<file path="config.mk">
export PLATFORM = sky130hd
export DESIGN_NAME = dot_feeder_flat
export DESIGN_NICKNAME = d
export VERILOG_FILES = /design/src/rtl/dot_feeder_pkg.sv /design/src/rtl/dot_feeder_if.sv /design/src/rtl/dot_feeder_ram.sv /design/src/rtl/dot_feeder.sv /design/src/flat_wrapper.sv
export SDC_FILE = /design/constraint.sdc
export NUM_CORES = 1
export LEC_CHECK = 0
export CAP_MARGIN = 20
export CORE_UTILIZATION = 45
export CTS_BUF_LIST = sky130_fd_sc_hd__clkbuf_4 sky130_fd_sc_hd__clkbuf_8 sky130_fd_sc_hd__clkbuf_16
export DETAILED_ROUTE_END_ITERATION = 7
export PLACE_DENSITY_LB_ADDON = 0.2
export SLEW_MARGIN = 25
export SYNTH_ARGS = -nofsm -noshare
export SYNTH_HDL_FRONTEND = slang
export SYNTH_HIERARCHICAL = 1
export SYNTH_SLANG_ARGS = --single-unit
</file>
<file path="constraint.sdc">
create_clock -name clk -period 5.6 [get_ports clk]
set_input_delay 0.84 -clock clk [delete_from_list [all_inputs] [get_ports clk]]
set_output_delay 0.84 -clock clk [all_outputs]
set_load 0.05 [all_outputs]
</file>
<file path="src/rtl/dot_feeder_pkg.sv">
// dot_feeder_pkg: shared FSM state type and default widths for the dot-product operand feeder
package dot_feeder_pkg;
  localparam int IW_D = 8;
  localparam int WW_D = 11;
  localparam int DATAW_D = IW_D + WW_D;
  localparam int DEPTH_D = 64;
  typedef enum logic [1:0] {S_IDLE, S_RUN, S_DRAIN} state_t;
endpackage

</file>
<file path="src/rtl/dot_feeder_if.sv">
// dot_feeder_if: write port, frame request and product stream of the dot feeder
interface dot_feeder_if
  import dot_feeder_pkg::*;
#(
  parameter int IW = IW_D,
  parameter int WW = WW_D,
  parameter int DATAW = DATAW_D,
  parameter int ADDRW = $clog2(DEPTH_D)
);
  logic x_we;
  logic w_we;
  logic [ADDRW-1:0] waddr;
  logic signed [IW-1:0] x_wdata;
  logic signed [WW-1:0] w_wdata;
  logic start;
  logic [ADDRW:0] len;
  logic signed [DATAW-1:0] data;
  logic ovalid;
  logic first;
  logic last;
  logic busy;
  logic done;
  modport master (
    output x_we, w_we, waddr, x_wdata, w_wdata, start, len,
    input data, ovalid, first, last, busy, done
  );
  modport slave (
    input x_we, w_we, waddr, x_wdata, w_wdata, start, len,
    output data, ovalid, first, last, busy, done
  );
endinterface

</file>
<file path="src/rtl/dot_feeder_ram.sv">
// dot_feeder_ram: single-write single-read synchronous RAM with one-cycle read latency
module dot_feeder_ram #(
  parameter int W = 8,
  parameter int DEPTH = 64,
  parameter int ADDRW = $clog2(DEPTH)
) (
  input logic clk,
  input logic we,
  input logic [ADDRW-1:0] waddr,
  input logic [W-1:0] wdata,
  input logic [ADDRW-1:0] raddr,
  output logic [W-1:0] rdata
);
  logic [W-1:0] r_mem [DEPTH];
  always_ff @(posedge clk) begin
    if (we) r_mem[waddr] <= wdata;
    rdata <= r_mem[raddr];
  end
endmodule

</file>
<file path="src/rtl/dot_feeder.sv">
// dot_feeder: streams x[k]*w[k] for k=0..len-1 from two operand RAMs with first/last/done framing
module dot_feeder
  import dot_feeder_pkg::*;
#(
  parameter int IW = IW_D,
  parameter int WW = WW_D,
  parameter int DATAW = DATAW_D,
  parameter int DEPTH = DEPTH_D
) (
  input logic clk,
  input logic rst,
  dot_feeder_if.slave bus
);
  localparam int ADDRW = $clog2(DEPTH);
  localparam logic [ADDRW:0] DEPTH_L = (ADDRW+1)'(DEPTH);
  localparam logic [ADDRW:0] ONE = (ADDRW+1)'(1);
  state_t r_state;
  logic [ADDRW-1:0] r_addr;
  logic [ADDRW-1:0] r_last_addr;
  logic r_v1;
  logic r_f1;
  logic r_l1;
  logic signed [DATAW-1:0] r_data;
  logic r_ovalid;
  logic r_first;
  logic r_last;
  logic r_busy;
  logic r_done;
  logic signed [IW-1:0] w_x;
  logic signed [WW-1:0] w_w;
  logic signed [DATAW-1:0] w_prod;
  logic w_len_ok;
  dot_feeder_ram #(.W(IW), .DEPTH(DEPTH), .ADDRW(ADDRW)) u_x_ram (
    .clk(clk),
    .we(bus.x_we & ~r_busy),
    .waddr(bus.waddr),
    .wdata(bus.x_wdata),
    .raddr(r_addr),
    .rdata(w_x)
  );
  dot_feeder_ram #(.W(WW), .DEPTH(DEPTH), .ADDRW(ADDRW)) u_w_ram (
    .clk(clk),
    .we(bus.w_we & ~r_busy),
    .waddr(bus.waddr),
    .wdata(bus.w_wdata),
    .raddr(r_addr),
    .rdata(w_w)
  );
  assign w_prod = w_x * w_w;
  assign w_len_ok = (bus.len != '0) && (bus.len <= DEPTH_L);
  always_ff @(posedge clk) begin
    if (rst) begin
      r_state <= S_IDLE;
      r_addr <= '0;
      r_last_addr <= '0;
      r_v1 <= 1'b0;
      r_f1 <= 1'b0;
      r_l1 <= 1'b0;
      r_data <= '0;
      r_ovalid <= 1'b0;
      r_first <= 1'b0;
      r_last <= 1'b0;
      r_busy <= 1'b0;
      r_done <= 1'b0;
    end else begin
      r_v1 <= 1'b0;
      r_done <= 1'b0;
      r_ovalid <= r_v1;
      r_data <= r_v1 ? w_prod : '0;
      r_first <= r_v1 & r_f1;
      r_last <= r_v1 & r_l1;
      case (r_state)
        S_IDLE: begin
          r_busy <= 1'b0;
          if (bus.start && !r_busy) begin
            if (w_len_ok) begin
              r_state <= S_RUN;
              r_addr <= '0;
              r_last_addr <= ADDRW'(bus.len - ONE);
              r_busy <= 1'b1;
            end else begin
              r_done <= 1'b1;
            end
          end
        end
        S_RUN: begin
          r_v1 <= 1'b1;
          r_f1 <= r_addr == '0;
          r_l1 <= r_addr == r_last_addr;
          if (r_addr == r_last_addr) r_state <= S_DRAIN;
          else r_addr <= r_addr + 1'b1;
        end
        S_DRAIN: begin
          if (r_ovalid && r_last) begin
            r_done <= 1'b1;
            r_state <= S_IDLE;
          end
        end
        default: r_state <= S_IDLE;
      endcase
    end
  end
  assign bus.data = r_data;
  assign bus.ovalid = r_ovalid;
  assign bus.first = r_first;
  assign bus.last = r_last;
  assign bus.busy = r_busy;
  assign bus.done = r_done;
endmodule

</file>
<file path="src/flat_wrapper.sv">
// flat-port wrapper written by rule: the top's interface ports become plain ports
module dot_feeder_flat import dot_feeder_pkg::*;
#(
  parameter int IW = IW_D,
  parameter int WW = WW_D,
  parameter int DATAW = DATAW_D,
  parameter int DEPTH = DEPTH_D
)
  (clk, rst, bus_x_we, bus_w_we, bus_waddr, bus_x_wdata, bus_w_wdata, bus_start, bus_len, bus_data, bus_ovalid, bus_first, bus_last, bus_busy, bus_done);
  dot_feeder_if #(.IW(IW), .WW(WW), .DATAW(DATAW), .ADDRW(6)) bus_i ();
  input logic clk;
  input logic rst;
  input wire logic [$bits(bus_i.x_we)-1:0] bus_x_we;
  input wire logic [$bits(bus_i.w_we)-1:0] bus_w_we;
  input wire logic [$bits(bus_i.waddr)-1:0] bus_waddr;
  input wire logic [$bits(bus_i.x_wdata)-1:0] bus_x_wdata;
  input wire logic [$bits(bus_i.w_wdata)-1:0] bus_w_wdata;
  input wire logic [$bits(bus_i.start)-1:0] bus_start;
  input wire logic [$bits(bus_i.len)-1:0] bus_len;
  output wire logic [$bits(bus_i.data)-1:0] bus_data;
  output wire logic [$bits(bus_i.ovalid)-1:0] bus_ovalid;
  output wire logic [$bits(bus_i.first)-1:0] bus_first;
  output wire logic [$bits(bus_i.last)-1:0] bus_last;
  output wire logic [$bits(bus_i.busy)-1:0] bus_busy;
  output wire logic [$bits(bus_i.done)-1:0] bus_done;
  assign bus_i.x_we = bus_x_we;
  assign bus_i.w_we = bus_w_we;
  assign bus_i.waddr = bus_waddr;
  assign bus_i.x_wdata = bus_x_wdata;
  assign bus_i.w_wdata = bus_w_wdata;
  assign bus_i.start = bus_start;
  assign bus_i.len = bus_len;
  assign bus_data = bus_i.data;
  assign bus_ovalid = bus_i.ovalid;
  assign bus_first = bus_i.first;
  assign bus_last = bus_i.last;
  assign bus_busy = bus_i.busy;
  assign bus_done = bus_i.done;
  dot_feeder #(.IW(IW), .WW(WW), .DATAW(DATAW), .DEPTH(DEPTH)) u_core (.clk(clk), .rst(rst), .bus(bus_i));
endmodule
</file>
======== Yosys cells after proc, flatten, opt, wreduce, memory -nomap -nowiden ========
Memories as Yosys holds them, arrays and structs flattened. A register that Yosys moved wholly into a read port is not among the register bits.
Cells that the tools add are included.
word-level totals
  flip-flop bits (word level) ............. 41
  bits in writable memories ............... 1216
  bits of input ports ..................... 37
  logic and storage cells ................. 64
  memories kept ........................... 2
operators by class
  add/sub/neg operators ................... 2
  $mul .................................... 1
  magnitude comparators ................... 1
  equal/unequal tests ..................... 8
  mux-type cells .......................... 20
  bitwise logic cells ..................... 6
  reduce and logical (&&, ||, !) cells .... 12
memories
  memory                words  bits a word  rd ports  clocked after memory_dff  write ports  RTL line              text
  u_core.u_w_ram.r_mem  64     11           1         1                         1            dot_feeder_ram.sv:14  logic [W-1:0] r_mem [DEPTH];
  u_core.u_x_ram.r_mem  64     8            1         1                         1            dot_feeder_ram.sv:14
operators with widths
  cell                 number
  $mul 8x11->19        1
  $mux 6               3
  $pmux 6 s2           1
  $mux 1               10
  $mux 2               4
  $ne 2x1->1 const B   4
  $reduce_and 4->1     2
  $le 7x7->1 const B   1
  $reduce_bool 7->1    1
  $add 6x1->6 const B  1
  $eq 6x6->1           1
  $logic_not 6->1      1
  $pmux 2 s3           1
  $sub 6x1->6 const B  1
  $and 1x1->1          4
  $logic_and 1x1->1    3
  $reduce_and 3->1     1
  $eq 2x1->1 const B   1
  $eq 2x2->1 const B   1
  $logic_not 2->1      1
  $ne 2x2->1 const B   1
  $not 1->1            2
  $pmux 1 s2           1
  $reduce_bool 2->1    1
  2 further kinds      2

======== Longest topological paths before layout ========
Gate-level depths: netlist of the first run.
  word-level depth ........................ 5
  mapped depth ............................ 17
  mapped depth without buffers ............ 16

======== By module ========
Netlist of the first run, hierarchy kept.
by module, submodules not included
  module                           instances  cells an instance  area each (µm²)
  dot_feeder_ram (u_core.u_w_ram)  1          1279               27486.4
  dot_feeder_ram (u_core.u_x_ram)  1          940                20166.8
  dot_feeder                       1          549                4873.4

======== Worst setup path after synthesis of the first run ========
OpenSTA, ideal clock, no wires.
  path kind ............................... register to register
  from .................................... register u_core.u_x_ram.rdata[2] (read register of u_core.u_x_ram.r_mem)
  to ...................................... register u_core.r_data[17], in the netlist u_core/bus.data[17]
  arrival time ............................ 4247 ps
  data required time ...................... 5541 ps
  path slack .............................. 1294 ps
  cell stages (with the launch flop) ...... 16
  buffers on the path ..................... 1
  period minus slack after synthesis ...... 4306 ps
  cells stage by stage .................... dfxtp_1 clkbuf_1 nand2_1 fa_1 inv_1 fa_1 fa_1 inv_1 fa_1 inv_1 ha_1 a21oi_1 a21oi_1 nor2_1 or4_1 nand2_1
between the ends
  cells in the longest elaborated chain, start to end .. 1
ends and longest elaborated chain
  item                    RTL line              text
  start: declaration      dot_feeder_ram.sv:12  output logic [W-1:0] rdata
  $mul 8x11->19           dot_feeder.sv:49      assign w_prod = w_x * w_w;
  end signal: assignment  dot_feeder.sv:69      r_data <= r_v1 ? w_prod : '0;
  end: declaration        dot_feeder.sv:23      logic signed [DATAW-1:0] r_data;
Every way passes these cells.
A chain may end at the register's enable or synchronous reset.

======== Worst setup path in the final report of the first run ========
Same ends and word-level chain as after synthesis.

==> qor.txt, run 1 <==
total gr overflow: 0
initial antenna violation count: 5
first-pass GRT wire length: 178000 µm
crit path max fanout: 11
Cells after Synth: 2768
port buffer count: 60
io pins: 61
Worst-Skew Late Latency: 740 ps
HP Class: reg2reg
post-synth net total: 2917
VDD IR max: 301 µV
FF+latch area: 37700 µm²
dominant synthesized flop cell: edfxtp_1
crit start category: flip-flop
#FFs+latches synth: 1276
CTS Buf Count: 135
CTS sink count: 1276
pwr dens: 343 nW/µm²
status: finished, final reports clean
cell leakage power: 18.8 nW
Crit Path Category: reg2reg
gp weighted congestion: 0.803
area grow syn2layout: 13.6%
Clock Skews: 21.8 ps
number of flops mapped to enable cells by yosys: 1216
layout cells sized above 1: 0.224
synth warn: 6
Post-CTS Hold Fix Bufs: 0
Total Wirelength: 121000 µm
row count: 124
final instance area: 59700 µm²
Die Area: 118000 µm²
largest net degree at the start of global routing: 84
Worst-Margin Slew: 1110 ps
vias in the first global route: 26900
Initial Util: 0.457
Placed Area: 54900 µm²
crit end category: flip-flop
Fill cells: 9007
via-per-instance ratio: 5.80
Max Buffers Root-to-Sink: 3
footprint of the multi-input gates: 13700 µm²
Final ANT Viol Nets: 0
clock-pin slew on the worst setup and hold paths: 60 ps
achievable frequency: 214 MHz
Slew HR: 0.254
CTS tree: yes
final period utilization: 0.836
H-tree levels: 4
max cap viols: 0
Non-Filler Instances: 4537
Post-CTS Setup Inserts: 0
DRT Pass-1 Iters: 7
gr usage total: 0.207
post-synthesis cell area: 52500 µm²
worst path required time: 6230 ps
CP arrival: 5320 ps
FFs w/ async S/R, synth: 0
1st-iter DRT viols: 2713
post-synthesis cell type count: 67
fin crit period: 4680 ps
Inst Count DP: 4286
Routed wire per std cell: 26.6 µm
CTS Root Cell: clkbuf_16
sequential cell area fraction in the yosys report: 0.718
# DRC: 0
Hold Fails Final Rpt: 0
RSZ-0062 raised after global routing: no
dpl hpwl: 73200 µm
die width: 344 µm
vias after detailed routing: 26300
final setup TNS: 0 ps
core area: 115000 µm²
Layout Nets: 3060
Slew Limit Fails: 0
Setup Viol. Count Final: 0
# resized after CTS: 0
Syn Area/Cell: 19.0 µm²
Die Y: 344 µm
[Yosys cell counts (all sizes together), types with 3 or more instances]
cell type	instances	area, µm²
and2	59	369
mux2i	97	983
o41ai	3	26.3
a32o	10	100
dfxtp	60	1200
o21a	5	37.5
nand2b	18	113
xor2	10	87.6
o2bb2ai	3	26.3
fa	73	1460
a22oi	16	120
or4	3	22.5
or3	8	50.1
mux2	13	146
buf	82	537
o21ai	29	153
nand3	34	170
a21oi	34	170
nor2b	36	225
a221oi	26	228
nand3b	7	52.6
o2111ai	4	35.0
o221ai	9	78.8
nor3	17	85.1
clkbuf	54	203
nor2	185	694
inv	113	424
xnor2	15	131
a211oi	24	195
nand2	97	364
nor4	16	100
ha	39	488
mux4	284	6400
o211ai	3	22.5
a31o	10	87.6
nand4	7	50.1
o22ai	19	119
edfxtp	1216	36500
[cells in the final DEF (no fill, tap or decap), drive strengths merged, types with 24 or more instances in the layout]
master            n
a211oi           24
a21oi            34
a221oi           26
and2             59
buf             101
clkbuf          159
clkdlybuf4s50    41
clkinv           57
dfxtp            60
edfxtp         1216
fa               73
ha               39
inv             128
mux2i            97
mux4            284
nand2            97
nand3            34
nor2            185
nor2b            36
o21ai            29
[kinds of logic (layout without fill, tap and decap cells)]
| logic type | after synthesis | in the layout | synth area share |
|---|---|---|---|
| flip-flops | 1276 | 1276 | 0.718 |
| multiplexers | 394 | 394 | 0.143 |
| XOR/XNOR | 25 | 25 | 0.00417 |
| adder cells (fa/ha/maj) | 112 | 112 | 0.0371 |
| AND/OR/NAND/NOR | 498 | 498 | 0.0457 |
| other | 0 | 2 | 0 |
| buffers and inverters | 251 | 506 | 0.0223 |
| AO/OA/AOI/OAI | 212 | 212 | 0.0294 |
[state kept, by name (all words and copies together), names as in the netlist, 2 cells and up]
signal,cells
u_core/bus.data,19
u_core/r_addr,6
u_core/r_last_addr,6
u_core/r_state,2
u_core/u_w_ram/r_mem,704
u_core/u_w_ram/rdata,11
u_core/u_x_ram/r_mem,512
u_core/u_x_ram/rdata,8
[routing by layer]
metal | up-vias | global-route usage | wire [µm] | share of wire
met5 | - | 0 | 53 | 0.00044
li1 | 11300 | - | - | -
met1 | 13900 | 0.294 | 52100 | 0.43
met4 | 8 | 0.0653 | 2690 | 0.022
met2 | 950 | 0.320 | 57400 | 0.48
met3 | 184 | 0.0446 | 8480 | 0.070
[stage by stage]
stage / setup WS, ps / hold slack, ps / util / power [mW]
floorplan: 1290 / 430 / - / 11.1
finish: 917 / 478 / 0.519 / 20.5
global route: 554 / 504 / 0.519 / 21.1
CTS: 948 / 486 / 0.518 / 20.7
detailed placement: 955 / 471 / 0.478 / 11.4
global placement: 1070 / 469 / 0.478 / 11.4
[final timing paths]
kind | to | slack [ps] | from | cells after the start
setup / recovery | u_core/bus.data[17]$_SDFF_PP0_ | 920 | u_core/u_x_ram/rdata[2]$_DFF_P_ | 14
hold / removal | u_core/r_f1$_SDFFE_PP0P_ | 480 | u_core/r_f1$_SDFFE_PP0P_ | 2
setup reg to reg | u_core/bus.data[17]$_SDFF_PP0_ | 920 | u_core/u_x_ram/rdata[2]$_DFF_P_ | 14
hold reg to reg | u_core/r_f1$_SDFFE_PP0P_ | 480 | u_core/r_f1$_SDFFE_PP0P_ | 2
[layout make-up]
class | count | share of cell area
inverters | 115 | 0.00723
clock inverters | 90 | 0.0181
diodes | 2 | 0.0000839
well taps | 1512 | 0.0317
repair buffers | 142 | 0.0206
flip-flops and latches | 1276 | 0.632
multi-input cells | 1241 | 0.230
clock buffers | 159 | 0.0599
[where the power goes]
group,internal [mW],total [mW],switching [mW]
clock,5.55,9.30,3.75
combinational,0.202,0.665,0.464
sequential,10.5,10.5,0.0246
total,16.2,20.5,4.24
[critical path: stages (launching register included)]
cell and delay, ps:
dfxtp_1 540, nand2_1 230, fa_1 620, inv_1 140, fa_1 520, fa_1 540
inv_1 50, fa_1 530, inv_1 50, ha_1 340, a21oi_1 370, nand2_1 110
a211oi_1 320, or4_1 160, nand2_1 50
Note: power is estimated with default switching activity, not from simulation.
==> run 2: changes to the inputs <==
- clock period: 5.6 -> 4.3 ns (I/O delays scaled with it)
==> qor.txt, run 2 (synthesis gave the netlist of run 1 again) <==
vias in the first global route: 27700 (+2.9%)
final instance area: 60800 µm² (+1.9%)
Inst Count DP: 4445 (+3.7%)
port buffer count: 60 (unchanged)
Layout Nets: 3220 (+5.2%)
footprint of the multi-input gates: 13800 µm² (+0.50%)
M2 GR Usage: 0.334 (+0.0136)
dpl hpwl: 77700 µm (+6.1%)
Hold Fails Final Rpt: 0 (unchanged)
CTS Buf Count: 134 (-0.74%)
pwr dens: 431 nW/µm² (+26%)
total gr overflow: 0 (unchanged)
largest net degree at the start of global routing: 80 (-4.8%)
GR peak layer: met2
Place WS: -97.7 ps (-1050 ps)
layout cells sized above 1: 0.261 (+0.0371)
CTS Root Cell: clkbuf_16
initial antenna violation count: 1 (-4)
R2R setup slack: 130 ps (-790 ps)
Routed wire per std cell: 26.4 µm (-0.90%)
Setup Viol. Count Final: 0 (unchanged)
fin worst setup slack: 125 ps (-792 ps)
M1 GR Usage: 0.303 (+0.00888)
io pins: 61 (unchanged)
via-per-instance ratio: 5.77 (-0.53%)
row count: 124 (unchanged)
cell leakage power: 19.5 nW (+3.7%)
commonest non-fill, non-tap cell in the layout: edfxtp_1
status: finished, final reports clean
Tot Pwr: 26.2 mW (+28%)
Total Wirelength: 124000 µm (+2.3%)
crit end category: flip-flop
CTS sink count: 1276 (unchanged)
Top reg by flops: u_core/u_w_ram/r_mem
Placed Area: 56100 µm² (+2.2%)
Worst-Margin Slew: 1050 ps (-58.4 ps)
crit path max fanout: 8 (-3)
DRT Pass-1 Iters: 5 (-2)
Clock Skews: 25.9 ps (+4.08 ps)
Die Area: 118000 µm² (unchanged)
Fill cells: 8969 (-0.42%)
Max Buffers Root-to-Sink: 3 (unchanged)
crit start category: flip-flop
clock-pin slew on the worst setup and hold paths: 60 ps (about the same)
die width: 344 µm (unchanged)
Core Util, Final: 0.529 (+0.00965)
VDD IR max: 364 µV (+21%)
GRT met3 Usage: 0.0382 (-0.00641)
vias after detailed routing: 27000 (+2.7%)
achievable frequency: 240 MHz (+12%)
Die Y: 344 µm (unchanged)
Worst-Skew Late Latency: 740 ps (about the same)
# DRC: 0 (unchanged)
CTS tree: yes
gr usage total: 0.211 (+0.00451)
fin crit period: 4170 ps (-508 ps)
Non-Filler Instances: 4685 (+3.3%)
Slew HR: 0.296 (+0.0414)
max cap viols: 0 (unchanged)
FF+latch area: 37800 µm² (about the same)
commonest cells after routing, fill and taps aside: 1216 x edfxtp_1, 284 x mux4_2, 233 x buf_4
Slew Limit Fails: 0 (unchanged)
final period utilization: 0.971 (+0.135)
Final ANT Viol Nets: 0 (unchanged)
core area: 115000 µm² (unchanged)
first-pass GRT wire length: 183000 µm (+2.6%)
Crit Path Category: reg2reg
Initial Util: 0.457 (unchanged)
RSZ-0062 raised after global routing: yes
area grow syn2layout: 15.7%
max reg flops: 704 (unchanged)
CP arrival: 4850 ps (-470 ps)
HP Class: in2reg
H-tree levels: 4 (unchanged)
1st-iter DRT viols: 2598 (-4.2%)
gp weighted congestion: 0.855 (+6.5%)
worst path required time: 4980 ps (-1250 ps)
run 2: worst paths after layout:
check | start | endpoint | depth (start not counted)
max | u_core/u_x_ram/rdata[2]$_DFF_P_ | u_core/bus.data[17]$_SDFF_PP0_ | 15
min | bus_x_wdata[7] | u_core/u_x_ram/r_mem[45][7]$_DFFE_PP_ | 1
max reg2reg | u_core/u_x_ram/rdata[2]$_DFF_P_ | u_core/bus.data[17]$_SDFF_PP0_ | 15
min reg2reg | u_core/r_f1$_SDFFE_PP0P_ | u_core/r_f1$_SDFFE_PP0P_ | 2
run 2: final cells by class:
class                      instances  share of cell area
tap                             1512              0.0311
clock buffer                     164              0.0603
clock inverter                    73              0.0128
timing repair buffer             303              0.0404
multi-input combinational       1241               0.227
sequential                      1276               0.621
inverter                         115             0.00710
antenna                            1           0.0000412
run 2: metal layers:
layer  vias to the layer above  share of wire
li1                      11600              -
met1                     14300           0.43
met2                       956           0.48
met3                       168          0.071
met4                         0          0.021
met5                         -              0
run 2: what timing repair did:
action,4_1_cts,5_1_grt
setup buffers,1,1
pin swaps,1,16
gates resized for setup,8,45
setup endpoints to repair,7,9
hold buffers,0,0
run 2: where the power goes:
| group | internal, mW | switching, mW |
|---|---|---|
| sequential | 13.7 | 0.0295 |
| combinational | 0.342 | 0.640 |
| clock | 6.77 | 4.76 |
| total | 20.8 | 5.43 |
run 2: per-stage QoR:
stage,TNS [ps],hold slack (ps)
6_report,0,201
3_5_place_dp,-282,458
4_1_cts,0,155
3_3_place_gp,-59.1,446
5_1_grt,-184,170
2_1_floorplan,0,430
run 2: critical path: stages, from the launching register on:
cell and delay (ps):
dfxtp_4 360, buf_6 130, and2_1 160, fa_1 570, fa_1 450, fa_1 540
inv_1 50, fa_1 520, inv_1 40, ha_1 290, nand4_1 120, nor2_2 170
buf_4 130, a211oi_1 70, or4_1 410, nand2_1 80
